File: config.mk
export PLATFORM = sky130hd
export DESIGN_NAME = lsu_axil_master
export DESIGN_NICKNAME = d
export VERILOG_FILES = /design/src/rtl/lsu_axil_master.sv
export SDC_FILE = /design/constraint.sdc
export NUM_CORES = 1
export LEC_CHECK = 0
export ABC_AREA = 1
export BUFFER_PORTS_ARGS = -buffer_cell sky130_fd_sc_hd__buf_2
export CAP_MARGIN = 20
export CORE_ASPECT_RATIO = 0.5
export CORE_UTILIZATION = 29
export DETAILED_ROUTE_END_ITERATION = 8
export PLACE_DENSITY = 0.68
export SLEW_MARGIN = 20
export SYNTH_ARGS = -nofsm -noshare
export SYNTH_HDL_FRONTEND = slang
export SYNTH_SLANG_ARGS = --single-unit
File: constraint.sdc
create_clock -name clk -period 1.6 [get_ports clk]
set_input_delay 0.16 -clock clk [delete_from_list [all_inputs] [get_ports clk]]
set_output_delay 0.16 -clock clk [all_outputs]
set_load 0.02 [all_outputs]
File: src/rtl/lsu_axil_master.sv
// lsu_axil_master: turns one core load/store into a single AXI-lite read or write transaction.
// Bus valids/readies decode from registered state only, so no slave input reaches a master output.
module lsu_axil_master #(
    parameter int ADDR_W = 32,
    parameter int DATA_W = 32
) (
    input  logic                clk,
    input  logic                rst_n,
    input  logic                i_req_valid,
    output logic                o_req_ready,
    input  logic                i_req_we,
    input  logic [ADDR_W-1:0]   i_req_addr,
    input  logic [DATA_W-1:0]   i_req_wdata,
    input  logic [DATA_W/8-1:0] i_req_wstrb,
    output logic                o_rsp_valid,
    input  logic                i_rsp_ready,
    output logic [DATA_W-1:0]   o_rsp_rdata,
    output logic                o_rsp_err,
    output logic [ADDR_W-1:0]   o_araddr,
    output logic                o_arvalid,
    input  logic                i_arready,
    input  logic [DATA_W-1:0]   i_rdata,
    input  logic [1:0]          i_rresp,
    input  logic                i_rvalid,
    output logic                o_rready,
    output logic [ADDR_W-1:0]   o_awaddr,
    output logic                o_awvalid,
    input  logic                i_awready,
    output logic [DATA_W-1:0]   o_wdata,
    output logic [DATA_W/8-1:0] o_wstrb,
    output logic                o_wvalid,
    input  logic                i_wready,
    input  logic [1:0]          i_bresp,
    input  logic                i_bvalid,
    output logic                o_bready
);
    typedef enum logic [2:0] {S_IDLE, S_AR, S_R, S_WR, S_B, S_RSP} state_t;

    state_t              r_state, w_next;
    logic [ADDR_W-1:0]   r_addr;
    logic [DATA_W-1:0]   r_wdata;
    logic [DATA_W/8-1:0] r_wstrb;
    logic [DATA_W-1:0]   r_rdata;
    logic                r_err, r_aw_done, r_w_done;
    logic                w_aw_hs, w_w_hs, w_wr_done, w_unused;

    assign o_req_ready = r_state == S_IDLE;
    assign o_arvalid   = r_state == S_AR;
    assign o_rready    = r_state == S_R;
    assign o_awvalid   = r_state == S_WR && !r_aw_done;
    assign o_wvalid    = r_state == S_WR && !r_w_done;
    assign o_bready    = r_state == S_B;
    assign o_rsp_valid = r_state == S_RSP;
    assign o_araddr    = r_addr;
    assign o_awaddr    = r_addr;
    assign o_wdata     = r_wdata;
    assign o_wstrb     = r_wstrb;
    assign o_rsp_rdata = r_rdata;
    assign o_rsp_err   = r_err;
    assign w_unused    = ^{i_rresp[0], i_bresp[0]};

    assign w_aw_hs   = o_awvalid && i_awready;
    assign w_w_hs    = o_wvalid && i_wready;
    // a handshake landing this cycle counts towards completion of the write address/data pair
    assign w_wr_done = (r_aw_done || w_aw_hs) && (r_w_done || w_w_hs);

    always_ff @(posedge clk)
        if (!rst_n) r_state <= S_IDLE;
        else        r_state <= w_next;

    always_comb begin
        w_next = r_state;
        case (r_state)
            S_IDLE:  w_next = i_req_valid ? (i_req_we ? S_WR : S_AR) : S_IDLE;
            S_AR:    w_next = i_arready ? S_R : S_AR;
            S_R:     w_next = i_rvalid ? S_RSP : S_R;
            S_WR:    w_next = w_wr_done ? S_B : S_WR;
            S_B:     w_next = i_bvalid ? S_RSP : S_B;
            S_RSP:   w_next = i_rsp_ready ? S_IDLE : S_RSP;
            default: w_next = S_IDLE;
        endcase
    end

    always_ff @(posedge clk) begin
        if (!rst_n) begin
            r_addr    <= '0;
            r_wdata   <= '0;
            r_wstrb   <= '0;
            r_rdata   <= '0;
            r_err     <= 1'b0;
            r_aw_done <= 1'b0;
            r_w_done  <= 1'b0;
        end else begin
            if (r_state == S_IDLE && i_req_valid) begin
                r_addr  <= i_req_addr;
                r_wdata <= i_req_wdata;
                r_wstrb <= i_req_wstrb;
            end
            if (r_state == S_R && i_rvalid) begin
                r_rdata <= i_rdata;
                r_err   <= i_rresp[1];
            end
            if (r_state == S_B && i_bvalid) begin
                r_rdata <= '0;
                r_err   <= i_bresp[1];
            end
            if (r_state == S_WR) begin
                r_aw_done <= w_wr_done ? 1'b0 : (r_aw_done || w_aw_hs);
                r_w_done  <= w_wr_done ? 1'b0 : (r_w_done || w_w_hs);
            end
        end
    end
endmodule

==> results of run 1 <==
-- synthesized netlist by cell type --
master,instances,area share [%]
a21oi_1,105,12
buf_2,17,2.0
buf_4,36,6.3
buf_6,4,1.1
clkbuf_1,15,1.3
clkinv_2,1,0.12
dfxtp_1,106,50
inv_1,10,0.88
inv_2,3,0.26
nand2_1,144,13
nand3_1,64,7.5
nand3_2,11,2.6
nand3_4,1,0.41
nand4_1,1,0.15
nor2_1,12,1.1
nor2_2,1,0.15
nor2_4,1,0.26
nor3_1,1,0.12
nor3_4,1,0.38
o21ai_0,2,0.24
o21ai_1,2,0.24
-- power by group --
group,internal (uW),leakage [uW],switching (uW)
Combinational,695,0.00176,1240
Clock,1420,0.000151,931
Sequential,2880,0.000866,149
Total,5000,0.00278,2320
-- tightest hold or removal path, stage by stage --
cell and delay, ns:
buf_2 0.09, nand2_1 0.05, a21oi_1 0.05
-- per-stage QoR --
| step | std cells | utilization, % | worst slack (ns) | total power [uW] |
|---|---|---|---|---|
| 2_1_floorplan | 538 | - | 0.3558 | 4429 |
| 3_3_place_gp | 921 | 39.22 | 0.1395 | 5004 |
| 3_5_place_dp | 921 | 39.22 | 0.08720 | 5035 |
| 4_1_cts | 937 | 41.47 | 0.03656 | 7415 |
| 5_1_grt | 939 | 41.53 | 0.01202 | 7704 |
| 6_report | 940 | 41.55 | 0.09864 | 7313 |
-- area by class of cell --
type / count / area, um^2
well taps: 192 / 240.2
multi-input cells: 346 / 1624
clock buffers: 14 / 254.0
diodes: 3 / 7.507
fillers: 1444 / 8140
repair buffers: 263 / 1421
inverters: 14 / 55.05
flip-flops and latches: 106 / 2123
clock inverters: 2 / 60.06
-- sequential cells by signal, indices dropped and copies added (netlist names) --
| signal | count |
|---|---|
| o_wdata | 32 |
| r_state | 3 |
| r_aw_done | 1 |
| o_araddr | 32 |
| r_w_done | 1 |
| o_rsp_err | 1 |
| o_wstrb | 4 |
| o_rsp_rdata | 32 |
-- metal layers --
metal,up-vias,routed length [um]
met5,-,0
met4,0,176
met3,12,527
met2,115,6123
met1,1954,4929
li1,2135,-
-- final timing paths --
kind	from	to	cells after the start
worst max-delay path	r_state[0]	o_wvalid	3
worst min-delay path	i_rdata[7]	o_rsp_rdata[7]	3
worst max register to register	r_state[1]	o_rsp_rdata[2]	6
worst min register to register	o_wstrb[3]	o_wstrb[3]	2
-- logic make-up after synthesis --
| logic type | count (synthesis) |
|---|---|
| and+or+nand+nor | 237 |
| AOI/OAI and AO/OA | 109 |
| DFF | 106 |
| buffers and inverters | 86 |
==> metrics.md, run 1 <==
| Metric | Value |
|---|---|
| Status | finished clean |
| Met2 Use GR | 27.05% |
| Final hold vios | 0 |
| Fin crit period | 1.501 ns |
| Clk Latency, worst-skew pair | 0.33 ns |
| Worst-Margin Slew | 0.5232 ns |
| GRT busiest layer | met2 |
| Final worst-path cycle share | 93.84% |
| # resized after CTS | 0 |
| Leak Pwr | 0.002779 uW |
| # hold bufs at CTS | 0 |
| Root buf cell | clkbuf_16 |
| Mux cell area share after synthesis | 0% |
| Clk buf depth | 2 |
| Avg WL per Cell | 12.51 um |
| Vias in the first global route | 3746 |
| Slowest stage delay, CP | 0.49 ns |
| DP Area | 5461 um^2 |
| Worst EP required | 1.44 ns |
| Post-Syn Nets | 652 |
| DR iter-0 viols | 169 |
| Worst ir drop on vdd | 0.5532 mV |
| Cts bufs inserted | 9 |
| Fin. max-slew vios | 0 |
| Die X | 173.3 um |
| Final ANT Viol Nets | 0 |
| Setup violators final | 0 |
| Worst-path maximum fanout | 7 |
| Largest family of logic cells by synthesized area | simple AND/OR/NAND/NOR gates |
| Peak Freq | 0.6661 GHz |
| Reg-to-reg slack, setup | 0.21 ns |
| Mean Syn Cell Area | 7.912 um^2 |
| Post-DP HPWL | 8377 um |
| CTS clock-pin slew for the worst setup and hold paths | 0.07 ns |
| Gr usage total | 14.66% |
| Total wire length | 11760 um |
| M1 GR Usage | 16.91% |
| Vias per inst | 4.485 |
| Initial antenna violation count | 3 |
| Max cap viols | 0 |
| Syn. warnings | 0 |
| Unrepaired setup endpoints after global routing | false |
| Largest net degree at the start of global routing | 72 |
| Post-Synth Adder-Cell Area | 0% |
| First-pass GRT wire length | 18280 um |
| Register area share after synthesis | 49.85% |
| Compound-cell area share of the yosys netlist | 12.82% |
| Global-route track usage on met3 | 3.429% |
| TritonCTS clock tree | done |
| Initial Util | 30.57% |
| Total clock sinks | 106 |
| Worst hold path type | input port to flip-flop |
| Skew final | 0.005823 ns |
| Via count | 4216 |
| Worst Path Buf+Inv | 1 |
| Crit Path Category | flip-flop to output pin |
| Worst-path cell chain | nand3_1 > nor2_1 > buf_2 |
| Fraction of layout cells with a size suffix above 1 | 39.60% |
| #FFs+latches synth | 106 |
| Synth unique cells | 21 |
| Most frequent cells in the layout | 251 x buf_2, 144 x nand2_1, 105 x a21oi_1, 105 x dfxtp_1, 64 x nand3_1 |
| Congestion Overflow GR | 0 |
| Area Overhead vs Synth | 35.92% |
| CP Capture Type | output pin |
| Slowest-stage cell, CP | dfxtp_1 |
| Post-synthesis simple-gate area fraction | 25.34% |
| Crit path arrival time | 1.34 ns |
| Rel. slew slack | 65.12% |
| Final Hold Slack | 0.06460 ns |
| H-tree depth | 3 |
| Die Ht | 87.67 um |
| Fin nets | 854 |
| Postcts setup bufs | 0 |
| PwrDens | 1264 nW/um^2 |
| Num rows | 30 |
| Routability Congestion | 0.7604 |
| Xor-xnor portion of the synthesized cell area | 0% |
| Final instance area | 5786 um^2 |
| Syn Inst Count | 538 |
| Core box area | 13930 um^2 |
| DRC | 0 |
| Synthesized area | 4257 um^2 |
| Commonest non-fill, non-tap cell in the layout | buf_2 |
| Die area | 15200 um^2 |
| I/O Buffers | 251 |
| DR pass1 iterations | 5 |
| Sum of negative setup slack | 0 ns |
| CP delay by family, top | flip-flops |
| Ports | 254 |
| Worst setup SP type | flip-flop |
Power figures use the tool's default switching activity.
==> run 2, diff against run 1 <==
- clock period: 1.6 -> 1.91 ns (I/O delays scaled with it)
==> run 2 against run 1 <==
  * Final cell count shrank 0.96%
  * Sequential share of layout area increased by 0.57 points
  * Design area down 1.6%
  * Count of clock-buffer cells in the layout down 4
  * Sequential power decreased by 16%
  * Combinational power shrank 20%
  * Core utilization down 0.66 points
  * Setup slack improved by 0.025 ns
  * First-iteration DRC count is 20% higher
  * Critical endpoint is now o_req_ready
==> metrics.md, run 2 (synthesized netlist as in run 1, its figures left out) <==
| Metric | Value |
|---|---|
| Fillers | 1454 (+0.69%) |
| Most frequent cells in the layout | 251 x buf_2, 144 x nand2_1, 106 x dfxtp_1 |
| Total clock sinks | 106 (unchanged) |
| Worst EP required | 1.72 ns (+0.28 ns) |
| Sw frac | 33.03% (+1.3 points) |
| I/O Buffers | 251 (unchanged) |
| Fraction of layout cells with a size suffix above 1 | 39.51% (-0.084 points) |
| Congestion Overflow GR | 0 (unchanged) |
| Fin. max-slew vios | 0 (unchanged) |
| CP Capture Type | output pin |
| Unrepaired setup endpoints after global routing | false |
| Slowest-stage cell, CP | dfxtp_1 |
| Skew final | 0.005029 ns (-0.0007934 ns) |
| Met1 WL | 4947 um (+0.37%) |
| Worst r2r src | r_state[0] |
| Post-DP HPWL | 8218 um (-1.9%) |
| Crit Path Category | flip-flop to output pin |
| Num rows | 30 (unchanged) |
| Via count | 4181 (-0.83%) |
| Fin crit period | 1.786 ns |
| Last element of the critical path | o_req_ready |
| Antenna Cells | 0 (-3) |
| Final hold vios | 0 (unchanged) |
| Sw power | 1962 uW (-15%) |
| Status | finished clean |
| Root buf cell | clkbuf_16 |
| Area Overhead vs Synth | 33.74% |
| CP delay by family, top | buffers and inverters |
| Reg2reg path depth | 5 (-1) |
| Worst-Margin Slew | 0.4487 ns (-0.07454 ns) |
| Initial antenna violation count | 0 (-3) |
| # hold bufs at CTS | 0 (unchanged) |
| Gr usage total | 14.99% (+0.33 points) |
| Cts bufs inserted | 9 (unchanged) |
| Worst-path maximum fanout | 69 (+62) |
| Largest net degree at the start of global routing | 72 (unchanged) |
| Rel. slew slack | 70.06% (+4.9 points) |
| Postcts setup bufs | 0 (unchanged) |
| Place WS | 0.2810 ns (+0.1938 ns) |
| Reg-to-reg slack, setup | 0.29 ns (+0.08 ns) |
| DR pass1 iterations | 4 (-1) |
| Final ANT Viol Nets | 0 (unchanged) |
| Peak Freq | 0.5599 GHz |
| Initial Util | 30.57% (unchanged) |
| # resized after CTS | 0 (unchanged) |
| Max cap viols | 0 (unchanged) |
| First-pass GRT wire length | 18620 um (+1.8%) |
| CTS clock-pin slew for the worst setup and hold paths | 0.07 ns (about the same) |
| H-tree depth | 3 (unchanged) |
| Final worst-path cycle share | 93.51% |
| TritonCTS clock tree | done |
| WL met2 | 6183 um (+0.98%) |
| Die Ht | 87.67 um (unchanged) |
| Worst setup SP type | flip-flop |
| Routability Congestion | 0.7607 (about the same) |
| Die area | 15200 um^2 (unchanged) |
| Worst ir drop on vdd | 0.4587 mV (-17%) |
| Register share of total power | 42.8% (+1.4 points) |
| DR iter-0 viols | 202 (+20%) |
| Worst-path cell chain | nor3_4 > buf_12 > buf_2 |
| Internal power | 3977 uW (-20%) |
| Avg WL per Cell | 12.71 um (+1.6%) |
| Fin nets | 849 (-0.59%) |
| Worst hold path type | input port to flip-flop |
| Core box area | 13930 um^2 (unchanged) |
| Crit path arrival time | 1.60 ns (+0.26 ns) |
| Comb pwr share | 26.0% (-0.4 points) |
| WP depth | 3 (unchanged) |
| Sum of negative setup slack | 0 ns (unchanged) |
| Worst Path Buf+Inv | 2 (+1) |
| Met3 wire length | 560 um (+6.3%) |
| Crit path from | r_state[2] |
| Clk Latency, worst-skew pair | 0.34 ns (about the same) |
| Final setup margin | 0.1240 ns (+0.02533 ns) |
| Ports | 254 (unchanged) |
| Setup violators final | 0 (unchanged) |
| Hold Crit Depth | 3 (unchanged) |
| Slowest stage delay, CP | 0.42 ns (-0.07 ns) |
| Commonest non-fill, non-tap cell in the layout | buf_2 |
| Die X | 173.3 um (unchanged) |
| Vias in the first global route | 3802 (+1.5%) |
| Leak Pwr | 0.002734 uW (-1.6%) |
| Top sig layer | met4 |
| Clk buf depth | 2 (unchanged) |
| PwrDens | 1043 nW/um^2 (-17%) |
| DRC | 0 (unchanged) |
| Total wire length | 11830 um (+0.65%) |
| RR Endpoint | o_rsp_rdata[27] |
| Vias per inst | 4.491 (+0.13%) |
| Clock power share | 31.2% (-0.9 points) |
run 2: cell types whose count changed in the layout (fill, tap and decap cells not counted):
cell        previous run  this run
clkbuf_1               4         0
clkinvlp_4             0         2
buf_4                  6         3
inv_4                  1         0
clkinv_2               0         3
dfxtp_2                1         0
buf_12                 6         4
dfxtp_1              105       106
bufinv_16              2         1
diode_2                3         0
run 2: worst min path at each step:
stage                startpoint         endpoint  slack, ns
global placement    i_rdata[30]  o_rsp_rdata[30]       0.44
global route        i_rdata[31]  o_rsp_rdata[31]       0.08
CTS                 i_rdata[22]  o_rsp_rdata[22]       0.08
finish               i_rdata[9]   o_rsp_rdata[9]       0.09
detailed placement  i_rdata[22]  o_rsp_rdata[22]       0.45
floorplan                 rst_n         r_w_done       0.31
run 2: tightest hold or removal path: stages:
cell and delay (ns):
buf_2 0.09, nand2_1 0.05, a21oi_1 0.05
run 2: final cells by class:
type                       instances  area [um^2]  share of cell area, %
multi-input combinational        346         1624                  28.53
clock inverter                     5        55.05                 0.9670
inverter                          14        53.80                 0.9451
tap                              192        240.2                  4.220
sequential                       106         2122                  37.27
clock buffer                      10        239.0                  4.198
timing repair buffer             258         1359                  23.87
run 2: power by group through the flow:
stage / registers [uW] / clock network [uW] / logic, uW
5_1_grt: 2570 / 2020 / 1690
2_1_floorplan: 2810 / 0 / 902
6_report: 2540 / 1850 / 1550
4_1_cts: 2540 / 1930 / 1560
3_3_place_gp: 2580 / 0 / 1540
3_5_place_dp: 2590 / 0 / 1560
run 2: per-stage QoR:
| step | std cells | hold slack, ns | util (%) | cell area [um^2] | power, uW |
|---|---|---|---|---|---|
| final | 931 | 0.08959 | 40.88 | 5693 | 5939 |
| after global routing | 931 | 0.07781 | 40.88 | 5693 | 6275 |
| after CTS | 931 | 0.07523 | 40.88 | 5693 | 6036 |
| after detailed placement | 916 | 0.4469 | 38.77 | 5399 | 4151 |
| after global placement | 916 | 0.4395 | 38.77 | 5399 | 4117 |
| after floorplan | 538 | 0.3126 | - | 4257 | 3711 |
run 2: per-layer routing:
layer  up-vias  GRT usage (%)
met5         -              0
met4         0          4.103
met3        10          4.384
met2       107          27.60
met1      1943          17.22
li1       2121              -
